**src/rtl/if_id_queue.sv**
```systemverilog
// Fetch-to-decode buffer: first-word-fall-through FIFO of {pc, instr} entries.
// Empty head reads as PC 0 carrying a NOP so decode sees a harmless bubble.
module if_id_queue #(
   parameter int WIDTH = 32,
   parameter int DEPTH = 2
) (
   input  logic                       clk_in,
   input  logic                       rst_in,
   input  logic                       flush_in,
   input  logic                       in_valid_in,
   input  logic [WIDTH-1:0]           in_pc_in,
   input  logic [31:0]                in_instr_in,
   output logic                       stall_out,
   output logic                       out_valid_out,
   input  logic                       out_ready_in,
   output logic [WIDTH-1:0]           out_pc_out,
   output logic [31:0]                out_instr_out,
   output logic [WIDTH-1:0]           out_pc_plus4_out,
   output logic [$clog2(DEPTH):0]     count_out
);

   localparam int AW = $clog2(DEPTH);
   localparam int CW = AW + 1;
   localparam logic [CW-1:0] FULL_COUNT = CW'(DEPTH);
   localparam logic [31:0]   NOP_INSTR  = 32'h0000_0013;

   logic [WIDTH-1:0] mem_pc    [DEPTH];
   logic [31:0]      mem_instr [DEPTH];

   logic [AW-1:0] rd_ptr;
   logic [AW-1:0] wr_ptr;
   logic [CW-1:0] count;

   logic full;
   logic empty;
   logic push;
   logic pop;

   // Full/empty come only from registered count, so stall has no input path.
   assign full  = (count == FULL_COUNT);
   assign empty = (count == '0);
   assign push  = in_valid_in && !full;
   assign pop   = !empty && out_ready_in;

   always_ff @(posedge clk_in or negedge rst_in) begin
      if (!rst_in) begin
         rd_ptr <= '0;
         wr_ptr <= '0;
         count  <= '0;
      end else if (flush_in) begin
         rd_ptr <= '0;
         wr_ptr <= '0;
         count  <= '0;
      end else begin
         if (push) wr_ptr <= wr_ptr + AW'(1);
         if (pop)  rd_ptr <= rd_ptr + AW'(1);
         case ({push, pop})
            2'b10:   count <= count + CW'(1);
            2'b01:   count <= count - CW'(1);
            default: count <= count;
         endcase
      end
   end

   // Storage needs no reset; a flushed push must not land in the array either.
   always_ff @(posedge clk_in) begin
      if (push && !flush_in) begin
         mem_pc[wr_ptr]    <= in_pc_in;
         mem_instr[wr_ptr] <= in_instr_in;
      end
   end

   always_comb begin
      out_pc_out    = '0;
      out_instr_out = NOP_INSTR;
      if (!empty) begin
         out_pc_out    = mem_pc[rd_ptr];
         out_instr_out = mem_instr[rd_ptr];
      end
   end

   assign out_pc_plus4_out = out_pc_out + WIDTH'(4);
   assign out_valid_out    = !empty;
   assign stall_out        = full;
   assign count_out        = count;

endmodule

```
**config.mk**
```make
export PLATFORM = sky130hd
export DESIGN_NAME = if_id_queue
export DESIGN_NICKNAME = d
export VERILOG_FILES = /design/src/rtl/if_id_queue.sv
export SDC_FILE = /design/constraint.sdc
export NUM_CORES = 1
export LEC_CHECK = 0
export ABC_AREA = 1
export BUFFER_PORTS_ARGS = -buffer_cell sky130_fd_sc_hd__buf_2
export CAP_MARGIN = 20
export CORE_ASPECT_RATIO = 1.1
export CORE_MARGIN = 1.5
export CORE_UTILIZATION = 35
export CTS_BUF_LIST = sky130_fd_sc_hd__clkbuf_16
export DETAILED_ROUTE_END_ITERATION = 12
export PLACE_DENSITY = 0.54
export SETUP_SLACK_MARGIN = 0.2
export SLEW_MARGIN = 15
export SYNTH_ARGS = -nofsm -noshare
export SYNTH_HDL_FRONTEND = slang
export SYNTH_SLANG_ARGS = --single-unit
```
**constraint.sdc**
```tcl
create_clock -name clk_in -period 7.8 [get_ports clk_in]
set_input_delay 0.78 -clock clk_in [delete_from_list [all_inputs] [get_ports clk_in]]
set_output_delay 0.78 -clock clk_in [all_outputs]
set_load 0.02 [all_outputs]
```
==> out/results.txt <==
Yosys top cell by area = edfxtp_1
Vias in the first global route = 4653
Power Dens Cells = 298 nW/um2
Initial antenna violation count = 2
Worst Path Required = 7.02 ns
Synth Flop Type = edfxtp_1
Grt total ovfl = 0
F_max = 248 MHz
R2R depth = 6
Routed length per instance = 15.3 um
Top cell type's share of synthesized area = 62.7%
Total die area = 18300 um2
DP Wirelength = 11100 um
Clk buf depth = 2
Ys async rst share = 3.03%
Final Hold Vio Count = 0
All-Layer GR Usage = 17.5%
Gate Count Post-Synth = 613
Core Region = 17100 um2
Avg Cell Area, Syn = 10.0 um2
Vias = 4741
Initial DRC Count = 294
Hold WS = 0.169 ns
Met2 Use GR = 29.2%
Worst min path class = input port to async pin
Final Setup Violations = 0
Final core utilization = 45.2%
Synthesis-to-finish area growth = 25.9%
Die width = 129 um
# Max-Cap Violations = 0
Final period utilization = 51.7%
Cell mode on critical path = nand2_1
Clk Latency, worst-skew pair = 0.41 ns
# resized after CTS = 0
Routed Antenna Nets = 0
Clk sink count = 132
Max Clock Skew = 0.00730 ns
Worst Max-Slew Pin Slew = 0.951 ns
Worst path slowest cell = nor2_4
Slew headroom = 36.4%
Status = completed
IO Port Bufs = 168
Number of enable flip-flop cells after synthesis = 128
Clk slew on worst S/H paths = 0.05 ns
Starting Density = 35.9%
Synth Register Bits = 132
Rows = 50
VDD IR max = 0.198 mV
Synth unique cells = 26
Post-Route WL = 15700 um
Crit path max fanout = 60
Synth Warn # = 0
Most frequent cells in the layout = nand2_1 (239), buf_2 (168), edfxtp_1 (128)
Router iterations before antenna repair = 4
CP Capture Type = output port
Global Route met3 Usage = 5.96%
Syn Nets = 683
Vias per cell = 4.63
Area contributors post-synth = edfxtp_1 (63%), nand2_1 (15%), nand3_1 (3.0%)
Seq/Total Area, Yosys = 64.3%
Postcts setup bufs = 0
IO Pins = 169
RSZ-0062 raised after global routing = false
Kind of critical path = register to output port
Layout cell share with drive strength beyond 1 = 30.1%
CP startpoint kind = register
Final max-slew violation count = 0
Hold Buf Count CTS = 0
First-pass GRT wire length = 24000 um
H-tree Lvls = 4
Largest net degree at the start of global routing = 65
Commonest non-fill, non-tap cell in the layout = nand2_1
Final nets = 849
Met1 Use GR = 21.2%
CTS buffer count = 17
Slowest Stage Delay on Critical Path = 0.72 ns
Synthesized cell area = 6130 um2
Leakage Power = 0.00341 uW
CTS tree = done
Setup TNS = 0 ns
Critical Path AT = 3.25 ns
Root Driver = clkbuf_16
Crit path cell chain = nor2_4 -> inv_4 -> nand2_1 -> inv_1 -> ha_1 -> inv_1 -> nor2_4 -> nand2_2 -> inv_1 -> nand2_1 -> nand2_1 -> nand2_1 -> buf_2
Gr busiest metal = met2
Final Critical Period = 4.03 ns
DRC viols = 0
Die H = 142 um
Final GP Congestion = 0.868
[stage by stage]
step / std cells / total power, uW / setup slack, ns / area, um2
after floorplan: 613 / 1330 / 3.54 / 6130
after global placement: 994 / 1550 / 4.22 / 7150
after detailed placement: 994 / 1560 / 4.13 / 7150
after CTS: 1024 / 2340 / 3.66 / 7720
after global routing: 1024 / 2420 / 3.44 / 7720
final: 1025 / 2310 / 3.77 / 7730
[critical path, delay by kind of cell (launching register included)]
family	cells	cell delay, ns
adders and majority gates	1	0.22
buffers and inverters	5	0.88
DFF	1	0.44
and+or+nand+nor	7	1.28
[sequential cells by signal (all words and copies together), names as in the netlist]
register / cells
mem_pc: 64
count_out: 2
rd_ptr: 1
wr_ptr: 1
mem_instr: 64
[cell type report]
cell class / count / area, um2
Timing Repair Buffer: 172 / 871
Tap cell: 234 / 293
Inverter: 45 / 171
Antenna cell: 1 / 2.50
Fill cell: 1685 / 9350
Multi-Input combinational cell: 411 / 1870
Clock inverter: 13 / 145
Sequential cell: 132 / 3950
Clock buffer: 17 / 425
[routing by layer]
metal | wire (um) | up-vias
met1 | 6650 | 2206
met4 | 216 | 0
met2 | 7570 | 173
met3 | 1280 | 21
met5 | 0 | -
li1 | - | 2341
[synth_stat cells, types with 5 or more instances]
cell type,number
a21oi_1,35
buf_2,6
buf_4,5
clkbuf_1,8
edfxtp_1,128
inv_1,42
nand2_1,239
nand2_2,11
nand3_1,37
nand3_2,7
nor2_1,45
nor2_2,11
xor2_1,15
[final timing paths]
kind | start | to | slack, ns
max in group asynchronous | rst_in | rd_ptr | 7.49
worst min register to register | wr_ptr | wr_ptr | 0.56
worst max register to register | count_out[1] | mem_instr[0][20] | 5.04
min in group clk_in | in_pc_in[1] | mem_pc[1][1] | 0.55
worst max-delay path | count_out[0] | out_pc_plus4_out[26] | 3.77
worst min-delay path | rst_in | count_out[1] | 0.17
[kinds of logic after synthesis]
logic type      after synthesis  share of synthesized area [%]
compound gates               39                           3.24
xor+xnor                     15                           2.14
fa+ha+maj                     1                          0.204
buf+inv                      70                           5.43
flops                       132                           64.3
simple gates                356                           24.7
[where the power goes]
part,switching [uW],internal [uW],total (uW)
Clock,281,492,773
Sequential,13.0,827,840
Combinational,506,186,693
Total,801,1510,2310
No activity file was read; power rests on OpenSTA's default activity.
